## src/rtl/el_pkg.sv

```systemverilog
// Shared types and dual-rail helpers for the asynchronous adder sequencer.
// Rail encoding per bit: 01 = zero, 10 = one, 00 = spacer, 11 = illegal.
package el_pkg;

  typedef enum logic [2:0] {INIT, IDLE, DATA, NULLPH, ERR} state_t;

  localparam logic [1:0] DR_NULL = 2'b00;
  localparam logic [1:0] DR_ZERO = 2'b01;
  localparam logic [1:0] DR_ONE  = 2'b10;
  localparam logic [1:0] DR_ILL  = 2'b11;

  function automatic logic [1:0] dr_encode(input logic b);
    return b ? DR_ONE : DR_ZERO;
  endfunction

  function automatic logic dr_decode(input logic [1:0] p);
    return (p == DR_ONE);
  endfunction

  function automatic logic dr_is_null(input logic [1:0] p);
    return (p == DR_NULL);
  endfunction

  function automatic logic dr_is_valid(input logic [1:0] p);
    return (p == DR_ZERO) || (p == DR_ONE);
  endfunction

endpackage

```

## src/rtl/el_sync_bus.sv

```systemverilog
// Per-bit multi-flop synchroniser for an N-bit bus of asynchronous wires.
// Latency STAGES cycles; no backpressure, the bus is sampled every cycle.
module el_sync_bus #(
  parameter int N      = 1,
  parameter int STAGES = 2
) (
  input  logic         clk,
  input  logic         rst_n,
  input  logic [N-1:0] d,
  output logic [N-1:0] q
);

  logic [N-1:0] sync_q [STAGES];
  logic [N-1:0] sync_d [STAGES];

  always_comb begin
    sync_d[0] = d;
    for (int i = 1; i < STAGES; i++) begin
      sync_d[i] = sync_q[i-1];
    end
  end

  always_ff @(posedge clk or negedge rst_n) begin
    if (!rst_n) begin
      sync_q <= '{default: '0};
    end else begin
      sync_q <= sync_d;
    end
  end

  assign q = sync_q[STAGES-1];

endmodule

```

## src/rtl/el_adder_ctrl.sv

```systemverilog
// Clocked sequencer for a dual-rail four-phase ripple adder: encodes, runs DATA/NULL phases, returns binary result.
// Accept-to-response at least SYNC_STAGES+2 cycles; req_ready only in IDLE, response held until rsp_ready.
module el_adder_ctrl
  import el_pkg::*;
#(
  parameter int WIDTH       = 32,
  parameter int RAIL_NUM    = 2,
  parameter int SYNC_STAGES = 2,
  parameter int INIT_CYCLES = 4,
  parameter int TIMEOUT     = 1024
) (
  input  logic                 clk,
  input  logic                 rst_n,
  input  logic                 req_valid,
  output logic                 req_ready,
  input  logic [WIDTH-1:0]     req_a,
  input  logic [WIDTH-1:0]     req_b,
  input  logic                 req_cin,
  output logic                 rsp_valid,
  input  logic                 rsp_ready,
  output logic [WIDTH-1:0]     rsp_sum,
  output logic                 rsp_cout,
  output logic                 err,
  output logic                 el_rst,
  output logic [2*WIDTH-1:0]   el_in_a,
  output logic [2*WIDTH-1:0]   el_in_b,
  output logic [1:0]           el_in_c,
  input  logic [WIDTH-1:0]     el_ack_a,
  input  logic [WIDTH-1:0]     el_ack_b,
  input  logic                 el_ack_c,
  input  logic [2*WIDTH-1:0]   el_out_s,
  input  logic [1:0]           el_out_c,
  output logic [WIDTH-1:0]     el_ack_s,
  output logic                 el_ack_c_o
);

  if (RAIL_NUM != 2) begin : g_rail_chk
    $error("el_adder_ctrl: RAIL_NUM must be 2");
  end
  if (SYNC_STAGES < 2) begin : g_sync_chk
    $error("el_adder_ctrl: SYNC_STAGES must be at least 2");
  end

  localparam int CW = $clog2(TIMEOUT + 1);
  localparam int IW = $clog2(INIT_CYCLES + 1);
  localparam int AW = 2*WIDTH + 1;
  localparam int OW = 2*WIDTH + 2;

  // Assert asynchronously, release on a clock edge.
  logic [1:0] rst_sync_q, rst_sync_d;
  logic       rst_ni;

  assign rst_sync_d = {rst_sync_q[0], 1'b1};

  always_ff @(posedge clk or negedge rst_n) begin
    if (!rst_n) rst_sync_q <= 2'b00;
    else        rst_sync_q <= rst_sync_d;
  end

  assign rst_ni = rst_sync_q[1];

  logic [AW-1:0] ack_sync;
  logic [OW-1:0] out_sync;

  el_sync_bus #(.N(AW), .STAGES(SYNC_STAGES)) u_sync_ack (
    .clk   (clk),
    .rst_n (rst_ni),
    .d     ({el_ack_c, el_ack_b, el_ack_a}),
    .q     (ack_sync)
  );

  el_sync_bus #(.N(OW), .STAGES(SYNC_STAGES)) u_sync_out (
    .clk   (clk),
    .rst_n (rst_ni),
    .d     ({el_out_c, el_out_s}),
    .q     (out_sync)
  );

  logic               outs_valid, outs_ill, data_done, null_done;
  logic [WIDTH-1:0]   sum_bin;
  logic               cout_bin;
  logic [2*WIDTH-1:0] enc_a, enc_b;

  always_comb begin
    outs_valid = 1'b1;
    outs_ill   = 1'b0;
    sum_bin    = '0;
    enc_a      = '0;
    enc_b      = '0;
    for (int i = 0; i < WIDTH + 1; i++) begin
      outs_valid = outs_valid & ~dr_is_null(out_sync[2*i +: 2]);
      outs_ill   = outs_ill | (out_sync[2*i +: 2] == DR_ILL);
    end
    for (int i = 0; i < WIDTH; i++) begin
      sum_bin[i]       = dr_decode(out_sync[2*i +: 2]);
      enc_a[2*i +: 2]  = dr_encode(req_a[i]);
      enc_b[2*i +: 2]  = dr_encode(req_b[i]);
    end
    cout_bin  = dr_decode(out_sync[2*WIDTH +: 2]);
    data_done = outs_valid & (&ack_sync);
    null_done = ~(|out_sync) & ~(|ack_sync);
  end

  state_t             state_q, state_d;
  logic [CW-1:0]      cnt_q, cnt_d;
  logic [IW-1:0]      init_cnt_q, init_cnt_d;
  logic [2*WIDTH-1:0] in_a_q, in_a_d, in_b_q, in_b_d;
  logic [1:0]         in_c_q, in_c_d;
  logic               ack_out_q, ack_out_d;
  logic               rsp_valid_q, rsp_valid_d;
  logic [WIDTH-1:0]   rsp_sum_q, rsp_sum_d;
  logic               rsp_cout_q, rsp_cout_d;
  logic               err_q, err_d;
  logic               el_rst_q, el_rst_d;
  logic               null_seen_q, null_seen_d;
  logic               timeout_hit, accept, seen;

  assign timeout_hit = (cnt_q == CW'(TIMEOUT - 1));
  assign accept      = rsp_valid_q & rsp_ready;
  assign seen        = null_seen_q | null_done;

  always_comb begin
    state_d     = state_q;
    init_cnt_d  = init_cnt_q;
    in_a_d      = in_a_q;
    in_b_d      = in_b_q;
    in_c_d      = in_c_q;
    ack_out_d   = ack_out_q;
    rsp_valid_d = rsp_valid_q;
    rsp_sum_d   = rsp_sum_q;
    rsp_cout_d  = rsp_cout_q;
    err_d       = err_q;
    el_rst_d    = el_rst_q;
    null_seen_d = null_seen_q;

    unique case (state_q)
      INIT: begin
        if (init_cnt_q != IW'(INIT_CYCLES)) begin
          init_cnt_d = init_cnt_q + 1'b1;
          el_rst_d   = (init_cnt_d != IW'(INIT_CYCLES));
        end else if (null_done) begin
          state_d = IDLE;
        end
        if (state_d == INIT && timeout_hit) state_d = ERR;
      end
      IDLE: begin
        if (req_valid) begin
          in_a_d  = enc_a;
          in_b_d  = enc_b;
          in_c_d  = dr_encode(req_cin);
          state_d = DATA;
        end
      end
      DATA: begin
        if (outs_ill) begin
          state_d = ERR;
        end else if (data_done) begin
          rsp_sum_d   = sum_bin;
          rsp_cout_d  = cout_bin;
          rsp_valid_d = 1'b1;
          in_a_d      = '0;
          in_b_d      = '0;
          in_c_d      = DR_NULL;
          ack_out_d   = 1'b1;
          null_seen_d = 1'b0;
          state_d     = NULLPH;
        end else if (timeout_hit) begin
          state_d = ERR;
        end
      end
      NULLPH: begin
        if (accept) rsp_valid_d = 1'b0;
        // Acks drop as soon as the spacer is seen, even with the response still pending.
        if (null_done) begin
          ack_out_d   = 1'b0;
          null_seen_d = 1'b1;
        end
        if (outs_ill) begin
          state_d = ERR;
        end else if (seen && (accept || !rsp_valid_q)) begin
          state_d = IDLE;
        end else if (timeout_hit) begin
          state_d = ERR;
        end
      end
      ERR: begin
        state_d = ERR;
      end
      default: state_d = ERR;
    endcase

    if (state_d == ERR) begin
      err_d       = 1'b1;
      el_rst_d    = 1'b1;
      in_a_d      = '0;
      in_b_d      = '0;
      in_c_d      = DR_NULL;
      ack_out_d   = 1'b0;
      rsp_valid_d = 1'b0;
    end

    if (state_d != state_q)  cnt_d = '0;
    else if (cnt_q != '1)    cnt_d = cnt_q + 1'b1;
    else                     cnt_d = cnt_q;
  end

  always_ff @(posedge clk or negedge rst_ni) begin
    if (!rst_ni) begin
      state_q     <= INIT;
      cnt_q       <= '0;
      init_cnt_q  <= '0;
      in_a_q      <= '0;
      in_b_q      <= '0;
      in_c_q      <= DR_NULL;
      ack_out_q   <= 1'b0;
      rsp_valid_q <= 1'b0;
      rsp_sum_q   <= '0;
      rsp_cout_q  <= 1'b0;
      err_q       <= 1'b0;
      el_rst_q    <= 1'b1;
      null_seen_q <= 1'b0;
    end else begin
      state_q     <= state_d;
      cnt_q       <= cnt_d;
      init_cnt_q  <= init_cnt_d;
      in_a_q      <= in_a_d;
      in_b_q      <= in_b_d;
      in_c_q      <= in_c_d;
      ack_out_q   <= ack_out_d;
      rsp_valid_q <= rsp_valid_d;
      rsp_sum_q   <= rsp_sum_d;
      rsp_cout_q  <= rsp_cout_d;
      err_q       <= err_d;
      el_rst_q    <= el_rst_d;
      null_seen_q <= null_seen_d;
    end
  end

  assign req_ready  = (state_q == IDLE);
  assign rsp_valid  = rsp_valid_q;
  assign rsp_sum    = rsp_sum_q;
  assign rsp_cout   = rsp_cout_q;
  assign err        = err_q;
  assign el_rst     = el_rst_q;
  assign el_in_a    = in_a_q;
  assign el_in_b    = in_b_q;
  assign el_in_c    = in_c_q;
  assign el_ack_s   = {WIDTH{ack_out_q}};
  assign el_ack_c_o = ack_out_q;

endmodule

```

## config.mk

```make
export PLATFORM = sky130hd
export DESIGN_NAME = el_adder_ctrl
export DESIGN_NICKNAME = d
export VERILOG_FILES = /design/src/rtl/el_pkg.sv /design/src/rtl/el_sync_bus.sv /design/src/rtl/el_adder_ctrl.sv
export SDC_FILE = /design/constraint.sdc
export NUM_CORES = 1
export LEC_CHECK = 0
export BUFFER_PORTS_ARGS = -buffer_cell sky130_fd_sc_hd__buf_4
export CAP_MARGIN = 20
export CORE_MARGIN = 3
export CORE_UTILIZATION = 52
export DETAILED_ROUTE_END_ITERATION = 16
export PLACE_DENSITY_LB_ADDON = 0.08
export SYNTH_ARGS = -nofsm -noshare
export SYNTH_HDL_FRONTEND = slang
export SYNTH_HIERARCHICAL = 1
export SYNTH_SLANG_ARGS = --single-unit
export TNS_END_PERCENT = 20
```

## constraint.sdc

```tcl
create_clock -name clk -period 15.8 [get_ports clk]
set_input_delay 0 -clock clk [delete_from_list [all_inputs] [get_ports clk]]
set_output_delay 0 -clock clk [all_outputs]
set_load 0.02 [all_outputs]
```

=== After elaboration in Yosys (flattened, before gate mapping) ===
Index checks and enable logic that the tools add are counted.

* Divide/modulo/power cells: 0
* Reductions and logical operators: 55
* Add/sub/neg operators: 2
* Multiply operators: 0
* Multiplexer cells: 106
* $lt $le $gt $ge: 0
* Bitwise gates (word level): 104
* Equality and inequality tests: 83
* Shift operators: 0

{| class="wikitable"
|+ Operators by type and width
! operator !! number
|-
| 64-bit two-way mux || 6
|-
| 64-bit case mux with 2 select lines || 2
|-
| 2-bit two-way mux || 69
|-
| 2-bit == test (second input constant) || 66
|-
| 2-bit zero test || 33
|-
| 66-bit OR reduction || 1
|-
| 65-bit AND reduction || 1
|-
| 65-bit OR reduction || 1
|-
| 1-bit inverter || 36
|-
| 1-bit AND || 35
|-
| 1-bit OR || 33
|-
| 3-bit two-way mux || 10
|-
| 11-bit two-way mux || 2
|-
| 3-bit != test (second input constant) || 6
|-
| 4-bit AND reduction || 4
|-
| 1-bit two-way mux || 12
|-
| 3-bit case mux with 4 select lines || 1
|-
| 11-bit by 1-bit adder with 11-bit output (second input constant) || 1
|-
| 11-bit by 10-bit == test with 1-bit output (second input constant) || 1
|-
| 11-bit != test (second input constant) || 1
|-
| 2-bit nonzero test || 4
|-
| 3-bit by 2-bit == test with 1-bit output (second input constant) || 2
|-
| 3-bit zero test || 2
|-
| 2-bit != test (second input constant) || 3
|-
| other kinds (13) || 18
|}

* Memories: 0
* Output and inout port bits: 200
* Register bits: 449
* Bits in writable memories: 0
* Bits in read-only memories: 0
* Latch bits: 0
* Bits of input ports: 200

=== Longest topological paths before layout ===
Gate-level depths: netlist (run 1).

* Word-level depth: 41
* Mapped depth: 11

=== Hierarchy ===
Netlist (run 1), hierarchy kept.

{| class="wikitable"
|+ Modules (own cells, without submodules)
! module !! cells an instance !! instances !! area an instance (um^2)
|-
| el_adder_ctrl || 1,030 || 1 || 9,083.7
|-
| el_sync_bus (u_sync_out) || 132 || 1 || 3,303.2
|-
| el_sync_bus (u_sync_ack) || 130 || 1 || 3,253.1
|}

=== Worst setup path before layout (run 1) ===
No wires, ideal clock.

* Kind: register to register
* From: register u_sync_ack.sync_q, in the netlist u_sync_ack/q[64]
* To: register in_a_q[46] (netlist: el_in_a[46])
* Period minus slack after synthesis: 2.346 ns
* Arrival: 2.214 ns
* Stages on the path, launching flop included: 11
* Path slack: 13.454 ns
* Required time: 15.668 ns
* Cell sequence: dfrtp_1 -> nand4_1 -> nor4_1 -> nand4_1 -> or4_1 -> or2_2 -> buf_2 -> buf_6 -> buf_6 -> a31oi_1 -> nor2_1

* Longest elaborated chain between the ends: 13
* Elaborated cells between the ends (all ways): 25
* Classes of those cells: eq/ne (4); mux (10); bitwise (4); reduce/logical (7)

{| class="wikitable"
|+ RTL lines
! item !! line !! text
|-
| from (decl) || el_sync_bus.sv:13 || <nowiki>logic [N-1:0] sync_q [STAGES];</nowiki>
|-
| from (signal assigned) || el_sync_bus.sv:27 || <nowiki>sync_q <= sync_d;</nowiki>
|-
| 65-bit OR reduction || el_adder_ctrl.sv:101 || <nowiki>null_done = ~(|out_sync) & ~(|ack_sync);</nowiki>
|-
| 1-bit inverter || el_adder_ctrl.sv:101 ||
|-
| 1-bit AND || el_adder_ctrl.sv:101 ||
|-
| 3-bit two-way mux || el_adder_ctrl.sv:141 || <nowiki>end else if (null_done) begin</nowiki>
|-
| 3-bit two-way mux || el_adder_ctrl.sv:138 || <nowiki>if (init_cnt_q != IW'(INIT_CYCLES)) begin</nowiki>
|-
| 3-bit two-way mux || el_adder_ctrl.sv:136 || <nowiki>unique case (state_q)</nowiki>
|-
| 3-bit zero test || el_adder_ctrl.sv:144 || <nowiki>if (state_d == INIT && timeout_hit) state_d = ERR;</nowiki>
|-
| 1-bit logical AND || el_adder_ctrl.sv:144 ||
|-
| 3-bit two-way mux || el_adder_ctrl.sv:144 ||
|-
| 3-bit case mux with 4 select lines || el_adder_ctrl.sv:136 ||
|-
| 3-bit == test || el_adder_ctrl.sv:192 || <nowiki>if (state_d == ERR) begin</nowiki>
|-
| 3-bit != test (no source line), or another cell as far along || n/a ||
|-
| 4-bit AND reduction (no source line) || n/a ||
|-
| to (signal assigned) || el_adder_ctrl.sv:226 || <nowiki>in_a_q <= in_a_d;</nowiki>
|-
| to (decl) || el_adder_ctrl.sv:107 || <nowiki>logic [2*WIDTH-1:0] in_a_q, in_a_d, in_b_q, in_b_d;</nowiki>
|}

Several ways; a longest one is shown, not always the timed one. The select of a mux whose other input is x is not followed.
A chain may end at the register's enable or synchronous reset.

=== Final worst setup path (run 1) ===
* From: register u_sync_out.sync_q, in the netlist u_sync_out/q[8]
* To: register err_q (netlist: err)

* Longest elaborated chain between the ends: 36
* Elaborated cells between the ends (all ways): 79
* Classes of those cells: eq/ne (2); mux (9); bitwise (63); reduce/logical (5)

{| class="wikitable"
|+ RTL lines
! item !! line !! text
|-
| from (decl) || el_sync_bus.sv:13 ||
|-
| from (signal assigned) || el_sync_bus.sv:27 ||
|-
| 2-bit zero test || el_pkg.sv:21 || <nowiki>return (p == DR_NULL);</nowiki>
|-
| 1-bit inverter || el_adder_ctrl.sv:91 || <nowiki>outs_valid = outs_valid & ~dr_is_null(out_sync[2*i +: 2]);</nowiki>
|-
| 1-bit AND (29 in a row) || el_adder_ctrl.sv:91 ||
|-
| 1-bit AND || el_adder_ctrl.sv:100 || <nowiki>data_done = outs_valid & (&ack_sync);</nowiki>
|-
| 3-bit two-way mux || el_adder_ctrl.sv:157 || <nowiki>end else if (data_done) begin</nowiki>
|-
| 3-bit two-way mux || el_adder_ctrl.sv:155 || <nowiki>if (outs_ill) begin</nowiki>
|-
| 3-bit case mux with 4 select lines * || el_adder_ctrl.sv:136 ||
|-
| 3-bit == test * || el_adder_ctrl.sv:192 ||
|-
| to (signal assigned) || el_adder_ctrl.sv:233 || <nowiki>err_q <= err_d;</nowiki>
|-
| to (decl) || el_adder_ctrl.sv:113 || <nowiki>logic err_q, err_d;</nowiki>
|}

Every way passes the cells marked *; elsewhere a longest branch is shown, timed or not. The select of a mux whose other input is x is not followed.

==> results of run 1 <==
## metal layers
| layer | up-vias | part of all wire, % | wire length, um | global-route usage [%] |
|---|---|---|---|---|
| met5 | - | 0 | 0 | 0 |
| li1 | 5596 | - | - | - |
| met3 | 103 | 6.5 | 3130 | 5.88 |
| met2 | 618 | 51 | 24400 | 49.5 |
| met1 | 6190 | 39 | 18600 | 37.5 |
| met4 | 0 | 3.9 | 1900 | 10.6 |
## timing repair
item | 4_1_cts | 5_1_grt
buffers inserted | 0 | 0
hold endpoints to repair | 265 | 0
hold buffers | 200 | 0
gates resized for setup | 0 | 0
## layout make-up
class,instances,area (um2)
fillers,1779,6910
repair buffers,614,5170
clock buffers,62,1270
multi-input cells,733,3810
diodes,2,5.00
clock inverters,17,246
inverters,8,30.0
flip-flops and latches,449,11200
well taps,384,480
## flip-flops by register name, indices dropped and copies added, names as in the netlist
register,flops
state_q,3
err,1
u_sync_ack/q,65
el_ack_c_o,1
rsp_cout,1
el_in_b,64
u_sync_out/sync_d,66
null_seen_q,1
el_rst,1
init_cnt_q,3
cnt_q,11
rsp_valid,1
el_in_a,64
rst_sync_q,2
u_sync_out/q,66
u_sync_ack/sync_d,65
rsp_sum,32
el_in_c,2
## critical path, stage by stage (launching register included)
cell	delay [ns]
dfrtp_1	0.42
nor4_1	0.58
nand4_1	0.20
nor4_2	0.49
nand4_1	0.29
a2bb2oi_1	0.33
o31ai_4	0.07
buf_4	0.29
buf_4	0.46
or2_1	0.34
## path summary, 6_finish.rpt
| path | to | cells after the start | slack [ns] | start |
|---|---|---|---|---|
| setup reg to reg | err$_DFFE_PN0N_ | 9 | 12.11 | u_sync_out/q[8]$_DFF_PN0_ |
| setup / recovery | err$_DFFE_PN0N_ | 9 | 12.11 | u_sync_out/q[8]$_DFF_PN0_ |
| min in group asynchronous | rst_sync_q[1]$_DFF_PN0_ | 3 | 0.33 | rst_n |
| hold reg to reg | u_sync_out/q[12]$_DFF_PN0_ | 0 | 0.34 | u_sync_out/sync_d[12]$_DFF_PN0_ |
| hold / removal | u_sync_ack/sync_d[46]$_DFF_PN0_ | 2 | 0.09 | el_ack_b[14] |
| max in group asynchronous | el_in_b[3]$_DFFE_PN0P_ | 2 | 13.08 | rst_sync_q[1]$_DFF_PN0_ |
## placed cells by master (no fill, tap or decap), types with 10 or more instances in the layout
cell type,synthesis,final
nand4_1,31,31
nor4_1,44,44
a21oi_1,73,73
o21ai_0,39,39
nor2_1,151,151
nand2b_1,35,35
o22ai_1,16,16
dlygate4sd3_1,0,200
clkbuf_8,0,10
clkbuf_16,0,44
nand3_1,83,82
a22oi_1,13,13
dfrtp_1,448,447
a31oi_1,66,66
buf_4,35,411
nand2_1,117,116
nor3_1,12,12
## stage by stage
step	setup slack (ns)	instance area [um2]
after floorplan	2.36	15600
final	12.11	22300
after CTS	12.23	22200
after global placement	12.39	18700
after detailed placement	12.25	18700
after global routing	11.94	22300
## report_power, final
part | total [mW] | internal [mW] | switching [mW]
logic | 0.122 | 0.0729 | 0.0493
clock network | 1.10 | 0.646 | 0.454
registers | 1.21 | 1.18 | 0.0287
total | 2.43 | 1.90 | 0.532
## cells by family (layout without fill, tap and decap cells)
| group | after synthesis | count (layout) | share of synthesized area, % |
|---|---|---|---|
| simple gates | 492 | 492 | 14.7 |
| fa+ha+maj | 4 | 4 | 0.320 |
| flops | 449 | 449 | 71.8 |
| mux | 2 | 2 | 0.128 |
| other cells | 1 | 3 | 0.0240 |
| compound gates | 227 | 227 | 8.61 |
| xor+xnor | 7 | 7 | 0.392 |
| buf+inv | 110 | 701 | 3.95 |
==> results list, run 1 <==
- The run finished with clean final reports.
- Fmax: 0.271 GHz
- Netlist Area Pre-Place: 15600 um2
- Nets in the synthesized netlist: 1496
- The most common cell in the synthesized netlist is dfrtp_1.
- Of all nets on the critical path, the largest fanout is 93.
* Number of antenna violations at the first check in global routing: 2
- The final max-slew violation count was 0.
- Pwr/cell area: 109 nW/um2
- Die extent in x: 179 um
- Setup repair after global routing left no endpoint under its margin.
* Number of clock sinks: 449
* Number of setup violations in the final report: 0
* DR DRC count: 0
* Row cnt: 62
* Drt initial violations: 1189
- Seq/Total Area, Yosys: 71.8%
* Startpoint kind of the worst setup timing path: register
- Post-synthesis cell count: 1292
* Vertical extent of the die: 179 um
- The largest total area in the synthesized netlist belongs to dfrtp_1.
- Dividing the detail-routed via count by the number of cells gives 5.51.
- The most used flip-flop cell after synthesis is dfrtp_1.
- Element type at the critical path end: register
* Largest net degree at the start of global routing: 94
* Class of the most critical hold timing path: in -> reg
- The total overflow left after global routing is 0.
- The post-route netlist has 26.3% of its cells at a drive strength greater than 1.
* Total count of hold-check failures in the final report: 0
- Max IR drop VDD: 0.000108 V
- Worst-skew pair later-pin latency: 0.56 ns
- Commonest cells in the netlist: dfrtp_1, nor2_1, nand2_1
- By area the synthesized netlist is led by dfrtp_1, nor2_1, nand2_1, nand3_1, a31oi_1.
- Post-detailed-placement half-perimeter wirelength: 29500 um
- The cell sitting at the root of the clock tree is a clkbuf_16.
- Leak Pwr: 10.1 nW
* Number of H-tree levels: 2
- The Yosys step of the flow raised 6 warnings.
* Via count of the first global-routing pass: 13000
* Post-Synthesis Mean Instance Area: 12.1 um2
- Data required time of the critical path: 16.22 ns
- Number of routed nets with antenna violations: 0
- Maximum root-to-sink buffer count: 3
- In this run the biggest area consumer among cell types represents 71.7% of the synthesized area.
- Worst max-slew margin expressed relative to the limit: 30.9%
* First-pass DRT Iterations: 6
- The core region is 29200 um2.
- In this run, distinct cell masters in the synthesized netlist total 50.
* Number of violations of the max-capacitance limit: 0
- Between clock sinks in the finished design, the worst skew comes to 0.0208 ns.
- Clock edge transition at the registers on the reported setup and hold paths: 0.07 ns
- Routed wire length: 48100 um
- In this run, placement finished with an instance count of 1985.
* Average routed wire per standard cell: 21.2 um
* Routed via count: 12500
- Routability-driven placement finished with a final weighted congestion of 0.873.
- Across every metal layer, demand over resource in global routing totals 29.1%.
- Share of async-settable or async-resettable flops after synthesis: 100%
- Final standard cell count with taps included and fillers excluded: 2269
* Final period demand of the worst path: 3.69 ns
- Register bit total from synthesis: 449
- Total CTS buffers: 44
- The final critical path takes up 23.3% of the cycle.
- IO Pins: 400
- Post-layout nets: 2054
- IO buf count: 399
- Startpoint-to-endpoint class of the critical path: reg -> reg
- TritonCTS clock tree: built
- The synthesized design contains 0 enable-type register cells.
- Summed over all failing endpoints, the final setup total negative slack is 0 ns.
- Overall power consumption: 2.43 mW
* Worst Path Arrival: 4.11 ns
- Global-route wire length before repair: 74700 um
- At the pin with the least slew margin, the transition time is 1.04 ns.
- At the end of the flow the core is filled with cells to 76.3%.
- The die covers 32200 um2.
- Area Overhead vs Synth: 42.3%
* Worst slack on hold paths: 0.0870 ns
* Effective utilization at floorplan: 53.6%
(Power assumes the default switching activity.)
==> inputs of run 2 (changes only) <==
--- a/config.mk
+++ b/config.mk
@@ -5,10 +5,11 @@
 export SDC_FILE = /design/constraint.sdc
 export NUM_CORES = 1
 export LEC_CHECK = 0
+export ABC_AREA = 1
 export BUFFER_PORTS_ARGS = -buffer_cell sky130_fd_sc_hd__buf_4
 export CAP_MARGIN = 20
 export CORE_MARGIN = 3
-export CORE_UTILIZATION = 52
+export CORE_UTILIZATION = 47
 export DETAILED_ROUTE_END_ITERATION = 16
 export PLACE_DENSITY_LB_ADDON = 0.08
 export SYNTH_ARGS = -nofsm -noshare
==> constraint.sdc (replaced) <==
create_clock -name clk -period 3.1 [get_ports clk]
set_input_delay 0 -clock clk [delete_from_list [all_inputs] [get_ports clk]]
set_output_delay 0 -clock clk [all_outputs]
set_load 0.02 [all_outputs]
==> run 2 against run 1 <==
Routed wire length is 13% lower. Synthesized cell count up 6.8%. Final cell count increased by 8.6%. Clock power grew to 5.1 times the previous value. Final area rose by 2.2%. Clock-buffer cell count up 3. Register-to-register slack got worse by 12 ns. Global-route usage fell by 5.6 points. Power rose to 5.1 times the previous value. Combinational power rose to 5.4 times the previous value. Highest routed layer is now met5.
==> results list, run 2 <==
- The flow ran to the end, and the final reports show no timing, DRC or antenna violations.
* Max stage delay cell, worst path: dfrtp_1
- Summed over all nets, the half-perimeter wirelength after detailed placement is 27000 um.
* Launching instance or port of the critical path: u_sync_out/q[0]$_DFF_PN0_
- Drt initial violations: 653
* Slew at the pin closest to its max-slew limit: 0.944 ns
* Main flop type after synthesis: dfrtp_1
- Sorting the synthesized cells by how often they occur yields dfrtp_1, nand2_1, nor2_1.
- The die is 188 um wide.
- The worst setup path is launched from a register.
* Fraction of layout cells with a size suffix above 1: 27.3%
- At the worst endpoint, the required time is 3.57 ns.
- The worst register-to-register path begins at u_sync_out/q[0]$_DFF_PN0_.
- The layout has 2381 filler cells.
* Effective utilization at floorplan: 47.9%
- The final max-slew violation count came to 0.
- Total CTS buffers: 47
- By instance count, the leading cell after synthesis is dfrtp_1.
- The worst setup path is of the reg -> reg kind.
- The die covers 35500 um2.
- Row generation in the floorplan step produced 66 rows.
- Most common cell after layout, fill and taps aside: dfrtp_1
- Path depth of the worst reg2reg path: 25
- Nets in the synthesized netlist: 1584
- The critical path ends at cnt_q[0]$_DFFE_PN0P_.
* Wl on met1: 16800 um
- Max IR drop VDD: 0.000642 V
- Uppermost metal layer occupied by signal nets: met5
- The final hold violation count is 0.
- Number of antenna violations at the first check in global routing: 8
- Post-layout nets: 2181
* Routed wire length: 41700 um
* Critical-path maximum fanout: 11
- Total routing resource utilization after global routing: 23.5%
- First-pass DRT Iterations: 6
- Area Overhead vs Synth: 45.5%
* Cell type group with the largest total delay on the critical path: simple AND/OR/NAND/NOR gates
* Via count of the first global-routing pass: 12600
- Netlist Area Pre-Place: 15600 um2
* Fmax: 0.355 GHz
- Area share of the leading cell type in the synthesized netlist: 71.7%
- Worst Path Arrival: 3.28 ns
* Slack of the worst reg-to-reg path: 0.28 ns
- The routed layout has 11900 vias.
- IO Pins: 400
- CTS Root Buffer Type: clkbuf_16
* Biggest cell delay along the critical path: 0.39 ns
- Worst Skew: 0.0234 ns
* Post-synthesis cell count: 1380
- Sorting the synthesized cells by area gives the leading types as dfrtp_1, nand2_1, nor2_1, a21oi_1, inv_1.
- The final critical path takes up 90.8% of the cycle.
- For this design, the sink count on the clock tree is 449.
* Element type at the critical path end: register
- Number of flops mapped to enable cells by yosys: 0
- Total global routing overflow: 0
- In this run the tightest slew margin relative to its limit is 37.0%.
* Number of H-tree levels: 2
* Leading cell types in the layout, fill and taps excluded: dfrtp_1, buf_4, nand2_1
- Post-Synthesis Mean Instance Area: 11.3 um2
- Yosys printed 6 warnings.
- IO buf count: 399
- In the final routed layout, each cell accounts on average for 16.9 um.
* Placer Congestion: 0.875
- Largest area contributor in the synthesized netlist: dfrtp_1
* Largest net degree at the start of global routing: 100
- Total met2 wirelength after detailed routing: 20700 um
- Pwr/cell area: 545 nW/um2
- Register bit total from synthesis: 449
- Worst slack after detailed placement: 0.314 ns
- Dividing the detail-routed via count by the number of cells gives 4.85.
* Vertical extent of the die: 188 um
- The smallest clock period supported by the final layout is computed as 2.82 ns.
- Once routing completed, OpenROAD measured the worst setup slack at 0.285 ns.
- After synthesis, the share of flip-flops with an asynchronous set or reset is 100%.
- Total length of routed met3 wires: 2710 um
- Number of setup violations in the final report: 0
* DR DRC count: 0
- TritonCTS clock tree: built
- In this run the standard cell core region covers 32600 um2.
- Worst-skew pair later-pin latency: 0.55 ns
* Maximum root-to-sink buffer count: 3
* Total buffers and inverters traversed by the critical path: 2
- Once detail routing completed, the nets flagged for antenna violations numbered 0.
* Seq/Total Area, Yosys: 71.9%
- In this run the static leakage power is 10.7 nW.
- Class of the most critical hold timing path: in -> reg
* Number of violations of the max-capacitance limit: 0
- The first global-routing pass estimated 66700 um of wire.
- The completed layout was analyzed and its total power is 12.4 mW.
* Clock edge transition at the registers on the reported setup and hold paths: 0.06 ns
* Total stage count of the critical path: 25
- Number of unique standard cell types used by synthesis: 45
- End of the worst register-to-register path: cnt_q[0]$_DFFE_PN0P_
-- run 2: kinds of logic after synthesis --
kind of cell               after synthesis  share of synthesized area, %
and+or+nand+nor                        557                          15.3
DFF                                    449                          71.9
AOI/OAI and AO/OA                      190                          6.91
buffers and inverters                  168                          4.89
xor gates and xnor gates                 9                         0.504
adders and majority gates                4                         0.320
muxes                                    2                         0.128
other                                    1                        0.0240
-- run 2: power by group --
group | internal (mW) | leakage [nW] | switching [mW]
clock | 3.31 | 0.765 | 2.29
combinational | 0.372 | 4.34 | 0.284
sequential | 6.04 | 5.63 | 0.0927
total | 9.72 | 10.7 | 2.67
-- run 2: worst min-delay path by stage --
stage                            start                         endpoint  slack, ns  cells past startpoint
after floorplan                  rst_n          rst_sync_q[0]$_DFF_PN0_      -0.30                      0
after global placement           rst_n          rst_sync_q[0]$_DFF_PN0_      -0.21                      1
after detailed placement         rst_n          rst_sync_q[0]$_DFF_PN0_      -0.21                      1
after CTS                  el_ack_b[8]  u_sync_ack/sync_d[40]$_DFF_PN0_       0.07                      2
after global routing       el_out_s[7]   u_sync_out/sync_d[7]$_DFF_PN0_       0.08                      2
final                     el_ack_a[31]  u_sync_ack/sync_d[31]$_DFF_PN0_       0.09                      2
-- run 2: routing by layer --
layer / track usage [%] / vias up
li1: - / 5671
met5: 0 / -
met4: 8.28 / 6
met1: 30.6 / 5759
met2: 39.3 / 417
met3: 5.41 / 91
-- run 2: final cells by class --
| cell class | instances | area (um2) | share of cell area [%] |
|---|---|---|---|
| inverters | 86 | 323 | 1.42 |
| clock inverters | 23 | 273 | 1.20 |
| well taps | 442 | 553 | 2.43 |
| repair buffers | 630 | 5360 | 23.6 |
| multi-input cells | 763 | 3680 | 16.2 |
| clock buffers | 65 | 1300 | 5.73 |
| diodes | 5 | 12.5 | 0.0550 |
| flip-flops and latches | 449 | 11200 | 49.4 |
-- run 2: metrics by stage --
| stage | TNS (ns) | hold slack [ns] | cell area [um2] | util (%) | cells |
|---|---|---|---|---|---|
| after floorplan | -576.54 | -0.296 | 15600 | - | 1380 |
| after global placement | 0 | -0.215 | 19100 | 58.6 | 2169 |
| after detailed placement | 0 | -0.215 | 19100 | 58.6 | 2169 |
| after CTS | 0 | 0.0683 | 22700 | 69.6 | 2457 |
| after global routing | -0.0794 | 0.0828 | 22700 | 69.7 | 2462 |
| final | 0 | 0.0944 | 22700 | 69.7 | 2463 |
-- run 2: what timing repair did --
| action | 4_1_cts | 5_1_grt |
|---|---|---|
| hold buffers | 200 | 0 |
| buffers inserted | 0 | 1 |
| endpoints found under the hold margin | 266 | 0 |
| resized for setup | 0 | 8 |
| endpoints found under the setup margin | 0 | 95 |
